## src/rtl/fusion_stream_ctrl.sv

```systemverilog
// Stream controller wrapped around a stallable fusion pipeline: accepts source beats, tracks their
// validity through the pipe, and frames the output stream. `FUSION_STREAM_PERF_EN adds perf counters.
module fusion_stream_ctrl #(
  parameter int PIXELS_PER_BEAT = 16,
  parameter int INPUT_WIDTH     = 8,
  parameter int IMAGE_DIM       = 512,
  parameter int PIPE_LATENCY    = 23,
  parameter int DATA_WIDTH      = INPUT_WIDTH * PIXELS_PER_BEAT
) (
  input  logic                  clk,
  input  logic                  areset,
  input  logic                  s_valid,
  output logic                  s_ready,
  output logic                  stall,
  input  logic [DATA_WIDTH-1:0] fused_frame,
  output logic [DATA_WIDTH-1:0] m_tdata,
  output logic                  m_tvalid,
  input  logic                  m_tready,
  output logic                  m_tlast,
  output logic                  frame_done
`ifdef FUSION_STREAM_PERF_EN
  ,
  output logic [31:0]           stall_cycles,
  output logic [31:0]           frame_cycles
`endif
);

  localparam int BEATS = IMAGE_DIM * IMAGE_DIM / PIXELS_PER_BEAT;
  localparam int CNT_W = (BEATS > 1) ? $clog2(BEATS) : 1;
  localparam logic [CNT_W-1:0] LAST_BEAT = CNT_W'(BEATS - 1);

  typedef enum logic [1:0] {
    IDLE  = 2'd0,
    RUN   = 2'd1,
    FLUSH = 2'd2
  } state_e;

  state_e                  state_q, state_d;
  logic [PIPE_LATENCY-1:0] valid_sr_q, valid_sr_d;
  logic [CNT_W-1:0]        in_cnt_q, in_cnt_d;
  logic [CNT_W-1:0]        out_cnt_q, out_cnt_d;
  logic                    m_tvalid_q;
  logic [DATA_WIDTH-1:0]   m_tdata_q;
  logic                    frame_done_q;
  logic                    accept, hs, last_hs;

  assign stall      = m_tvalid_q & ~m_tready;
  assign s_ready    = ~stall & (state_q != FLUSH);
  assign accept     = s_valid & s_ready;
  assign hs         = m_tvalid_q & m_tready;
  assign m_tlast    = m_tvalid_q & (out_cnt_q == LAST_BEAT);
  assign last_hs    = hs & m_tlast;
  assign m_tvalid   = m_tvalid_q;
  assign m_tdata    = m_tdata_q;
  assign frame_done = frame_done_q;

  // FLUSH holds off input so only one frame is ever inside the fusion pipe.
  always_comb begin
    state_d = state_q;
    case (state_q)
      IDLE:    if (accept) state_d = (in_cnt_q == LAST_BEAT) ? FLUSH : RUN;
      RUN:     if (accept && (in_cnt_q == LAST_BEAT)) state_d = FLUSH;
      FLUSH:   if (last_hs) state_d = IDLE;
      default: state_d = IDLE;
    endcase
  end

  always_comb begin
    valid_sr_d    = valid_sr_q << 1;
    valid_sr_d[0] = accept;
    in_cnt_d      = in_cnt_q;
    out_cnt_d     = out_cnt_q;
    if (accept) in_cnt_d = (in_cnt_q == LAST_BEAT) ? '0 : in_cnt_q + 1'b1;
    if (hs)     out_cnt_d = (out_cnt_q == LAST_BEAT) ? '0 : out_cnt_q + 1'b1;
  end

  always_ff @(posedge clk or posedge areset) begin
    if (areset) begin
      state_q      <= IDLE;
      valid_sr_q   <= '0;
      in_cnt_q     <= '0;
      out_cnt_q    <= '0;
      m_tvalid_q   <= 1'b0;
      m_tdata_q    <= '0;
      frame_done_q <= 1'b0;
    end else begin
      state_q      <= state_d;
      in_cnt_q     <= in_cnt_d;
      out_cnt_q    <= out_cnt_d;
      frame_done_q <= last_hs;
      // The valid tracker and output register freeze together with the fusion pipe.
      if (!stall) begin
        valid_sr_q <= valid_sr_d;
        m_tvalid_q <= valid_sr_q[PIPE_LATENCY-1];
        m_tdata_q  <= fused_frame;
      end
    end
  end

`ifdef FUSION_STREAM_PERF_EN
  logic [31:0] stall_cycles_q, frame_cycles_q, run_cycles_q;
  logic        timing_q;

  // A new frame may start in the same cycle the previous frame_done pulses; the restart wins.
  always_ff @(posedge clk or posedge areset) begin
    if (areset) begin
      stall_cycles_q <= '0;
      frame_cycles_q <= '0;
      run_cycles_q   <= '0;
      timing_q       <= 1'b0;
    end else begin
      if (stall && (stall_cycles_q != '1)) stall_cycles_q <= stall_cycles_q + 32'd1;
      if (frame_done_q) begin
        frame_cycles_q <= run_cycles_q;
        timing_q       <= 1'b0;
      end
      if ((state_q == IDLE) && accept) begin
        timing_q     <= 1'b1;
        run_cycles_q <= 32'd1;
      end else if (timing_q && (run_cycles_q != '1)) begin
        run_cycles_q <= run_cycles_q + 32'd1;
      end
    end
  end

  assign stall_cycles = stall_cycles_q;
  assign frame_cycles = frame_cycles_q;
`endif

endmodule

```

## config.mk

```make
export PLATFORM = sky130hd
export DESIGN_NAME = fusion_stream_ctrl
export DESIGN_NICKNAME = d
export VERILOG_FILES = /design/src/rtl/fusion_stream_ctrl.sv
export SDC_FILE = /design/constraint.sdc
export NUM_CORES = 1
export LEC_CHECK = 0
export CORE_ASPECT_RATIO = 1.1
export CORE_MARGIN = 4
export CORE_UTILIZATION = 48
export CTS_BUF_LIST = sky130_fd_sc_hd__clkbuf_16
export CTS_CLUSTER_DIAMETER = 150
export CTS_CLUSTER_SIZE = 16
export DETAILED_ROUTE_END_ITERATION = 12
export GPL_ROUTABILITY_DRIVEN = 1
export GPL_TIMING_DRIVEN = 0
export MAX_ROUTING_LAYER = met4
export PLACE_DENSITY_LB_ADDON = 0.15
export SETUP_SLACK_MARGIN = 0.5
export SYNTH_ARGS = -nofsm -noshare
export SYNTH_HDL_FRONTEND = slang
export SYNTH_SLANG_ARGS = --single-unit
```

## constraint.sdc

```tcl
create_clock -name clk -period 8.75 [get_ports clk]
set_input_delay 1.3125 -clock clk [delete_from_list [all_inputs] [get_ports clk]]
set_output_delay 1.3125 -clock clk [all_outputs]
set_load 0.02 [all_outputs]
```

Word-level counts from Yosys, hierarchy flattened:

Index checks and enable logic that the tools add are counted.

* register bits after elaboration: 183
* input port bits: 132
* output and inout port bits: 133
* logic and storage cells: 35

* add/subtract/negate cells: 2
* eq/ne operators: 8
* multiplexer cells: 7
* bitwise gates (word level): 8
* reductions and logical operators: 3

Operator list (count)
* adder 14 x 1 -> 14 bit (second input constant): 2
* equality test 14 bit (second input constant): 2
* 2-to-1 mux 14 bit: 2
* 2-to-1 mux 2 bit: 4
* inequality test 2 bit (second input constant): 4
* bitwise AND 1 bit: 6
* one-hot mux 2 bit (3 select lines): 1
* AND reduction 3 bit: 1
* equality test 2 x 1 -> 1 bit (second input constant): 1
* equality test 2 bit (second input constant): 1
* zero test 2 bit: 1
* NOT 1 bit: 2
* logical AND 1 bit: 1

Logic depth before layout (Yosys ltp):

Gate-level depths: netlist of run 1.

* depth in word-level cells: 8
* depth in mapped cells: 7
* mapped depth without buffers: 5

Least setup slack after synthesis of run 1:

No wires, ideal clock.

* kind: input port to output port
* start: input port m_tready
* end: output port s_ready
* arrival time: 1977 ps
* slack: 5461 ps
* stages on the path: 4
* path through: nand2b_1 -> buf_4 -> buf_2 -> and2_1

* cells in the longest elaborated chain, start to end: 4

Ends and longest elaborated chain
* from (decl): RTL line 18 `input logic m_tready,`
* NOT 1 bit: RTL line 47 `assign stall = m_tvalid_q & ~m_tready;`
* bitwise AND 1 bit: RTL line 47
* NOT 1 bit: RTL line 48 `assign s_ready = ~stall & (state_q != FLUSH);`
* bitwise AND 1 bit: RTL line 48
* to (decl): RTL line 13 `output logic s_ready,`

No other way between the ends.

Worst setup path in the final report of run 1:

* start: input port m_tready
* end: output port stall

* cells in the longest elaborated chain, start to end: 2

Ends and longest elaborated chain
* NOT 1 bit: RTL line 47
* bitwise AND 1 bit: RTL line 47
* to (decl): RTL line 14 `output logic stall,`

No other way between the ends.

==> reports/metrics.csv, run 1 <==
stage;metric;value;unit
placement;I/O Buffers;264;
route;DR WL/cell;14.4;µm
layout;Layout area overhead;48.6;%
clocking;H-tree depth;4;
route;met1 WL;7.79;mm
synth;cells after synthesis;789;
route;vias;6039;
setup_path;crit path buf inv count;5;
route;Iteration-0 DRC Markers;377;
die;Initial Util;49.7;%
setup_path;worst-path cell chain;clkdlybuf4s50_1 -> nand2b_1 -> buf_4 -> inv_2 -> buf_2 -> clkdlybuf4s50_1;
setup_path;CP required;7.44;ns
die;Die Wd;125;µm
clocking;Clock Sinks;183;
setup_path;nature of the critical path endpoint;primary output;
sta;Worst-Margin Slew;0.613;ns
sta;Pins Over Slew Limit;0;
layout;Final nets;1207;
clocking;post-CTS sizing;0;
sta;Setup WS post-layout;4.17;ns
clocking;Post-CTS Setup Repair Bufs;0;
placement;placed inst area;10200;µm²
route;metal3 WL;892;µm
clocking;clk_lat worst skew;0.42;ns
synth;number of synthesized flops with an enable pin;0;
power_and_ir_drop;PD cells;175;nW/µm²
synth;Synth Area per Inst;9.20;µm²
placement;Place WS;4.13;ns
die;core box area;14600;µm²
route;Routed met2 length;9.18;mm
sta;period utilization;52.4;%
synth;Syn Nets;923;
layout;fin area;10800;µm²
sta;Final Hold Violating Endpoints;0;
status;status;finished clean;
synth;post-synthesis sequential area ratio;63.1;%
placement;Placer Congestion;0.801;
grt;largest net degree at the start of global routing;121;
clocking;cts hold-fix bufs;0;
placement;hpwl dp;13.4;mm
route;drt via density;4.73;
placement;Cells after DPL;1246;
synth;Mapped Area;7260;µm²
worst_hold_path;Min-Delay Path Class;flip-flop to flip-flop;
grt;Total GRT Usage;22.0;%
synth;main area contributors after synthesis;dfrtp_1, nand2_1, buf_4, buf_2, xor2_1;
route;Post-Route WL;18.5;mm
clocking;Clock Path Buffers;2;
sta;FMAX;218;MHz
layout;ANT cells;0;
route;Max Used Layer;met4;
power_and_ir_drop;total power;1.89;mW
layout;layout cells sized above 1;6.81;%
synth;synth warn;0;
die;num rows;46;
grt;antenna violations before repair;0;
layout;Layout Cells excl Fill;1278;
sta;hold slack;0.463;ns
route;DR DRC count;0;
die;I/O pin cnt;265;
synth;dominant synthesized flop cell;dfrtp_1;
setup_path;Top delay family on crit path;buffers and inverters;
setup_path;slowest CP cell;clkdlybuf4s50_1;
sta;Setup Viol. Count Final;0;
clocking;Root Buffer;clkbuf_16;
sta;Clock Skew;0.00676;ns
clocking;cts bufs inserted;17;
setup_path;Setup CP Type;input port to primary output;
clocking;CTS tree;yes;
flow_run;max_cap viols;0;
setup_path;Arrival @ worst endpoint;3.27;ns
power_and_ir_drop;Worst VDD drop;0.000127;V
sta;minimum clock period;4.58;ns
layout;commonest non-fill, non-tap cells in the layout;nand2_1, clkdlybuf4s50_1, dfrtp_1, buf_2, clkbuf_16;
synth;Post-synth ARST share;100;%
clocking;Clk pin slew, worst setup/hold paths;0.06;ns
route;ANT nets after route;0;
power_and_ir_drop;P_leak;5.34;nW
sta;normalized max-slew margin;59.1;%
setup_path;crit-path max FO;10;
synth;Distinct cells, synth;39;
die;die height;137;µm
grt;vias in the first global route;5734;
sta;RSZ-0062 raised after global routing;no;
synth;top cell type's share of synthesized area;63.1;%
die;die area;17200;µm²
synth;synthesis-stage register bit count;183;
setup_path;slowest stage delay, CP;0.64;ns
grt;GRT overflow;0;
grt;first-pass GRT wire length;29.0;mm
setup_path;cell mode on critical path;clkdlybuf4s50_1;
setup_path;Worst setup SP type;input port;
layout;commonest non-fill, non-tap cell in the layout;nand2_1;
synth;Synth area leader;dfrtp_1;
route;DRT Pass-1 Iters;4;
synthesized netlist by cell type (2+ instances only):
cell      count
buf_4        13
nand2b_1      4
dfrtp_1     183
and4_2        2
and2_1        3
ha_1          2
and4_1        4
clkbuf_1      7
a41oi_1       3
nand2_1     468
buf_6         2
nand4_1       7
nand3_1       9
buf_2        19
inv_1         2
xor2_1        9
xnor2_1       8
a21oi_1       3
nor2_1       11
and3_1        8
o21ai_0       3
a31oi_1       2
path summary, 6_finish.rpt:
check | depth (start not counted) | endpoint | slack, ns | startpoint
hold / removal | 2 | m_tdata[34] | 0.46 | m_tdata[34]
setup / recovery | 6 | stall | 4.17 | m_tready
min in group asynchronous | 2 | m_tdata[113] | 1.32 | areset
max in group asynchronous | 3 | in_cnt_q[2] | 6.50 | areset
setup reg to reg | 7 | m_tdata[116] | 7.13 | m_tvalid
hold reg to reg | 2 | m_tdata[34] | 0.46 | m_tdata[34]
final cells by class:
type | count | area (µm²)
plain buffers | 41 | 241
clock buffers | 17 | 425
clock inverters | 15 | 186
fillers | 1100 | 3830
inverters | 3 | 18.8
multi-input cells | 562 | 2430
flip-flops and latches | 183 | 4580
well taps | 192 | 240
repair buffers | 265 | 2670
per-stage QoR:
step	TNS, ns	utilization, %
2_1_floorplan	0	-
3_3_place_gp	-0.00603	69.4
3_5_place_dp	0	69.6
4_1_cts	0	73.8
5_1_grt	0	73.8
6_report	0	73.8
flip-flops by register name, summed over array words and instances (netlist names):
name and flops:
m_tdata 128, in_cnt_q 14, valid_sr_q 23, out_cnt_q 14, state_q 2, m_tvalid 1
frame_done 1
cells by family (layout without fill, tap and decap cells):
logic type	after synthesis	after routing	share of synthesized area (%)
compound gates	19	19	2.12
flops	183	183	63.1
simple gates	523	523	28.8
fa+ha+maj	2	2	0.345
mux	1	1	0.138
xor+xnor	17	17	2.05
buf+inv	44	341	3.48
tightest hold or removal path, stage by stage (launching register included):
cell and delay [ns]:
dfrtp_1 0.34, nand2_1 0.05, nand2_1 0.04
where the power goes:
| group | internal (mW) | switching (mW) |
|---|---|---|
| sequential | 0.876 | 0.0153 |
| combinational | 0.114 | 0.0937 |
| clock | 0.474 | 0.316 |
| total | 1.46 | 0.425 |
metal layers:
metal  track usage [%]  vias up
met4              8.98        0
met3              5.00       36
met2              35.2      176
li1                  -     3018
met1              27.4     2809
met5                 -        -
Power figures use the tool's default switching activity.
==> run 2, diff against run 1 <==
--- a/config.mk
+++ b/config.mk
@@ -7,7 +7,7 @@
 export LEC_CHECK = 0
 export CORE_ASPECT_RATIO = 1.1
 export CORE_MARGIN = 4
-export CORE_UTILIZATION = 48
+export CORE_UTILIZATION = 40
 export CTS_BUF_LIST = sky130_fd_sc_hd__clkbuf_16
 export CTS_CLUSTER_DIAMETER = 150
 export CTS_CLUSTER_SIZE = 16
==> constraint.sdc (replaced) <==
create_clock -name clk -period 3.9 [get_ports clk]
set_input_delay 0.585 -clock clk [delete_from_list [all_inputs] [get_ports clk]]
set_output_delay 0.585 -clock clk [all_outputs]
set_load 0.02 [all_outputs]
==> run 2 against run 1 <==
Clock power rose by 94%. Final area grew 0.31%. Wire length rose by 3.8%. Flip-flop and latch count unchanged. First-iteration DRC count shrank 41%. Critical path depth unchanged. Power up 110%. Sequential share of layout area shrank 0.13 points. Cell count grew 3.9%. Clock skew grew 0.0030 ns. Sequential power grew 120%. Largest cell class unchanged.
==> reports/metrics.csv, run 2 (synthesis results as in run 1) <==
stage;metric;value;unit
setup_path;Arrival @ worst endpoint;2.62;ns
route;Post-Route WL;19.2;mm
die;die area;20400;µm²
placement;hpwl dp;14.3;mm
flow_run;max_cap viols;0;
placement;Placer Congestion;0.809;
setup_path;Worst setup SP type;input port;
route;vias;6046;
layout;Final nets;1211;
power_and_ir_drop;total power;4.01;mW
sta;Setup Viol. Count Final;0;
setup_path;cell mode on critical path;clkdlybuf4s50_1;
layout;max reg flops;128;
setup_path;slowest stage delay, CP;0.64;ns
clocking;H-tree depth;4;
die;num rows;51;
placement;I/O Buffers;264;
sta;minimum clock period;3.21;ns
die;die height;149;µm
setup_path;crit-path max FO;10;
layout;ANT cells;0;
clocking;post-CTS sizing;0;
layout;layout cells sized above 1;7.06;%
worst_hold_path;Min-Delay Path Class;flip-flop to flip-flop;
clocking;Post-CTS Setup Repair Bufs;0;
clocking;Clk pin slew, worst setup/hold paths;0.07;ns
clocking;CTS tree;yes;
clocking;cts hold-fix bufs;0;
setup_path;Setup CP Type;input port to primary output;
power_and_ir_drop;PD cells;370;nW/µm²
die;I/O pin cnt;265;
route;DRT Pass-1 Iters;4;
status;status;finished clean;
grt;first-pass GRT wire length;30.8;mm
setup_path;CP required;3.31;ns
sta;Setup WS post-layout;0.693;ns
setup_path;nature of the critical path endpoint;primary output;
grt;Total GRT Usage;19.7;%
placement;Place WS;0.703;ns
layout;commonest non-fill, non-tap cell in the layout;nand2_1;
layout;final core utilization;61.0;%
sta;RSZ-0062 raised after global routing;no;
grt;vias in the first global route;5939;
layout;commonest non-fill, non-tap cells in the layout;nand2_1, clkdlybuf4s50_1, dfrtp_1, buf_2, clkbuf_16;
sta;Pins Over Slew Limit;0;
grt;antenna violations before repair;0;
route;DR WL/cell;14.4;µm
route;DR DRC count;0;
route;ANT nets after route;0;
setup_path;reg2reg start;m_tvalid;
route;Iteration-0 DRC Markers;221;
worst_hold_path;hold_sp;m_tdata[77];
sta;Clock Skew;0.00977;ns
power_and_ir_drop;Worst VDD drop;0.000283;V
setup_path;Crit. Startpoint;m_tready;
clocking;cts bufs inserted;17;
sta;normalized max-slew margin;56.5;%
route;drt via density;4.55;
sta;FMAX;312;MHz
setup_path;worst-path cell chain;clkdlybuf4s50_1 -> nand2b_1 -> buf_4 -> buf_2 -> and2_1 -> clkdlybuf4s50_1;
sta;Final Hold Violating Endpoints;0;
grt;GRT overflow;0;
layout;Layout area overhead;49.1;%
grt;largest net degree at the start of global routing;38;
layout;Filler Cell Count;1614;
sta;period utilization;82.2;%
sta;Worst-Margin Slew;0.652;ns
clocking;Clock Path Buffers;2;
placement;placed inst area;10300;µm²
power_and_ir_drop;P_leak;5.33;nW
clocking;Clock Sinks;183;
layout;fin area;10800;µm²
setup_path;slowest CP cell;clkdlybuf4s50_1;
die;Die Wd;136;µm
clocking;clk_lat worst skew;0.43;ns
clocking;Root Buffer;clkbuf_16;
die;Initial Util;40.9;%
die;core box area;17700;µm²
[run 2: cell types whose count changed in the layout (fill, tap and decap cells not counted), sizes merged]
cell      change
buf           +4
bufinv        -4
clkinvlp      +3
inv           +3
clkinv        -2
[run 2: stage by stage]
stage	TNS (ns)	hold slack, ns	std cells
finish	0	0.463	1328
global placement	-112.94	0.448	1291
CTS	0	0.469	1328
global route	0	0.482	1328
floorplan	0	0.430	789
detailed placement	0	0.454	1296
[run 2: final timing paths]
check / cells after the start / to / slack [ns]
max: 6 / s_ready / 0.69
min: 2 / m_tdata[77] / 0.46
max reg2reg: 6 / m_tdata[101] / 2.29
min reg2reg: 2 / m_tdata[77] / 0.46
max in group asynchronous: 5 / m_tdata[125] / 2.26
min in group asynchronous: 2 / m_tdata[81] / 0.59
[run 2: area by class of cell]
type | instances | area, µm² | area share, %
multi-input combinational | 562 | 2430 | 22.4
tap | 238 | 298 | 2.75
sequential | 183 | 4580 | 42.3
timing repair buffer | 269 | 2740 | 25.3
clock buffer | 17 | 425 | 3.93
inverter | 3 | 15.0 | 0.139
clock inverter | 15 | 93.8 | 0.867
buffer | 41 | 241 | 2.23
[run 2: per-layer routing]
metal | global-route usage [%] | vias to the layer above | share of wire [%]
met4 | 5.39 | 0 | 1.7
met2 | 31.5 | 183 | 49
li1 | - | 3022 | -
met3 | 5.87 | 24 | 6.0
met1 | 24.4 | 2817 | 43
met5 | - | - | 0
[run 2: critical path: cells and delay by family]
kind	cells	cell delay (ns)
buffers and inverters	4	1.69
AND/OR/NAND/NOR	2	0.34
[run 2: report_power, final]
group          switching (mW)  internal (mW)  total (mW)  leakage, nW
clock                   0.729          0.805        1.53        0.256
combinational           0.212          0.262       0.474         2.82
sequential             0.0340           1.97        2.00         2.25
==> run 3, diff against run 2 <==
--- a/config.mk
+++ b/config.mk
@@ -7,7 +7,7 @@
 export LEC_CHECK = 0
 export CORE_ASPECT_RATIO = 1.1
 export CORE_MARGIN = 4
-export CORE_UTILIZATION = 40
+export CORE_UTILIZATION = 45
 export CTS_BUF_LIST = sky130_fd_sc_hd__clkbuf_16
 export CTS_CLUSTER_DIAMETER = 150
 export CTS_CLUSTER_SIZE = 16
==> constraint.sdc (replaced) <==
create_clock -name clk -period 3.3 [get_ports clk]
set_input_delay 0.495 -clock clk [delete_from_list [all_inputs] [get_ports clk]]
set_output_delay 0.495 -clock clk [all_outputs]
set_load 0.02 [all_outputs]
==> run 3 against run 2 <==
Flip-flop and latch count is the same. Clock power grew 24%. Cell count shrank 3.0%. Via count is essentially flat. Combinational power grew 18%. First-iteration DRC count grew 41%. Global-route usage grew 1.9 points. Die area shrank 11%.
==> reports/metrics.csv, run 3 (synthesis results as in run 1) <==
stage;metric;value;unit
power_and_ir_drop;PD cells;446;nW/µm²
setup_path;Crit. Startpoint;m_tready;
layout;Filler Cell Count;1303;
sta;Sum Neg Setup Slack;0;ns
die;num rows;48;
route;DRT Pass-1 Iters;4;
placement;Placer Congestion;0.806;
power_and_ir_drop;net switching power;1.15;mW
power_and_ir_drop;combinational power share;11.6;%
status;status;finished clean;
route;DR DRC count;0;
route;ANT nets after route;0;
die;core box area;15700;µm²
clocking;Clock Path Buffers;2;
grt;antenna violations before repair;0;
clocking;H-tree depth;4;
setup_path;reg2reg start;m_tvalid;
grt;largest net degree at the start of global routing;42;
setup_path;reg2reg end;m_tdata[62];
grt;first-pass GRT wire length;30.3;mm
layout;ANT cells;0;
sta;normalized max-slew margin;69.9;%
clocking;cts hold-fix bufs;0;
power_and_ir_drop;sw frac;23.9;%
clocking;cts bufs inserted;17;
layout;Layout area overhead;48.7;%
sta;Clock Skew;0.00893;ns
route;Post-Route WL;18.5;mm
layout;Final nets;1211;
sta;Pins Over Slew Limit;0;
sta;FMAX;380;MHz
placement;hpwl dp;13.8;mm
worst_hold_path;Min-Delay Path Class;input port to async pin;
die;Die Wd;129;µm
placement;Cells after DPL;1258;
sta;RSZ-0062 raised after global routing;no;
setup_path;CP required;2.80;ns
layout;max reg flops;128;
grt;Total GRT Usage;21.6;%
sta;period utilization;79.7;%
sta;minimum clock period;2.63;ns
die;I/O pin cnt;265;
route;DR WL/cell;14.4;µm
clocking;Clk pin slew, worst setup/hold paths;0.07;ns
setup_path;Setup CP Type;input port to primary output;
sta;Setup Viol. Count Final;0;
die;die area;18200;µm²
power_and_ir_drop;Internal;3.66;mW
setup_path;register-to-register setup slack;1.73;ns
power_and_ir_drop;Worst VDD drop;0.000359;V
clocking;Post-CTS Setup Repair Bufs;0;
setup_path;crit-path max FO;10;
placement;I/O Buffers;264;
grt;GRT overflow;0;
power_and_ir_drop;P_leak;5.36;nW
layout;layout cells sized above 1;7.08;%
setup_path;CP endpoint;stall;
grt;vias in the first global route;6180;
power_and_ir_drop;Reg power frac;49.1;%
route;vias;6048;
layout;Sequential Area;4580;µm²
layout;commonest non-fill, non-tap cell in the layout;nand2_1;
power_and_ir_drop;Clock power frac;39.2;%
layout;Multi-input gate area;2430;µm²
clocking;clk_lat worst skew;0.42;ns
clocking;Root Buffer;clkbuf_16;
setup_path;Worst setup SP type;input port;
layout;commonest non-fill, non-tap cells in the layout;nand2_1, clkdlybuf4s50_1, dfrtp_1, buf_2, clkbuf_16;
route;Iteration-0 DRC Markers;312;
route;drt via density;4.70;
sta;Worst-Margin Slew;0.452;ns
clocking;CTS tree;yes;
flow_run;max_cap viols;0;
die;die height;141;µm
layout;Layout Cells excl Fill;1288;
clocking;Clock Sinks;183;
setup_path;Arrival @ worst endpoint;2.14;ns
setup_path;nature of the critical path endpoint;primary output;
die;Initial Util;46.1;%
sta;Final Hold Violating Endpoints;0;
setup_path;R2R cell count;7;
## run 3: metal layers
metal	GRT usage, %	wire length [µm]	part of all wire [%]
met1	25.6	7520	41
met2	34.1	9130	49
met3	5.12	1010	5.5
met4	11.4	866	4.7
met5	-	0	0
## run 3: per-stage QoR
stage	cell area [µm²]	total power, mW	hold WS, ns	setup slack (ns)	util, %
2_1_floorplan	7260	2.60	0.430	0.454	-
3_3_place_gp	10200	2.95	0.448	-1.12	64.6
3_5_place_dp	10300	2.97	0.455	0.273	65.2
4_1_cts	10800	4.87	0.423	0.362	68.6
5_1_grt	10800	5.00	0.442	0.540	68.6
6_report	10800	4.81	0.424	0.669	68.6
## run 3: final cells by class
class / instances / area share [%]
clock inverters: 13 / 1.01
multi-input cells: 562 / 22.5
repair buffers: 269 / 25.4
flip-flops and latches: 183 / 42.4
clock buffers: 17 / 3.94
inverters: 3 / 0.139
plain buffers: 41 / 2.26
well taps: 200 / 2.32
## run 3: worst min-delay path by stage
stage,to,depth (start not counted),slack (ns),startpoint
after CTS,m_tdata[78],2,0.42,areset
after global routing,m_tdata[78],2,0.44,areset
after floorplan,valid_sr_q[22],2,0.43,valid_sr_q[22]
final,m_tdata[78],2,0.42,areset
after global placement,m_tdata[27],2,0.45,m_tdata[27]
after detailed placement,m_tdata[120],2,0.45,m_tdata[120]
## run 3: power groups by stage
stage / sequential, mW / combinational [mW] / clock, mW
after floorplan: 2.51 / 0.0950 / 0
after global placement: 2.40 / 0.548 / 0
after detailed placement: 2.41 / 0.568 / 0
after CTS: 2.36 / 0.570 / 1.94
after global routing: 2.37 / 0.603 / 2.03
final: 2.36 / 0.560 / 1.89
## run 3: what timing repair did
item	CTS	global route
resized for setup	2	1
setup endpoints to repair	2	1
pin swaps	0	0
## run 3: critical path: stages
cell and delay (ns):
clkdlybuf4s50_1 0.47, nand2b_1 0.21, buf_4 0.20, inv_2 0.15, buf_2 0.24, dlygate4sd2_1 0.36
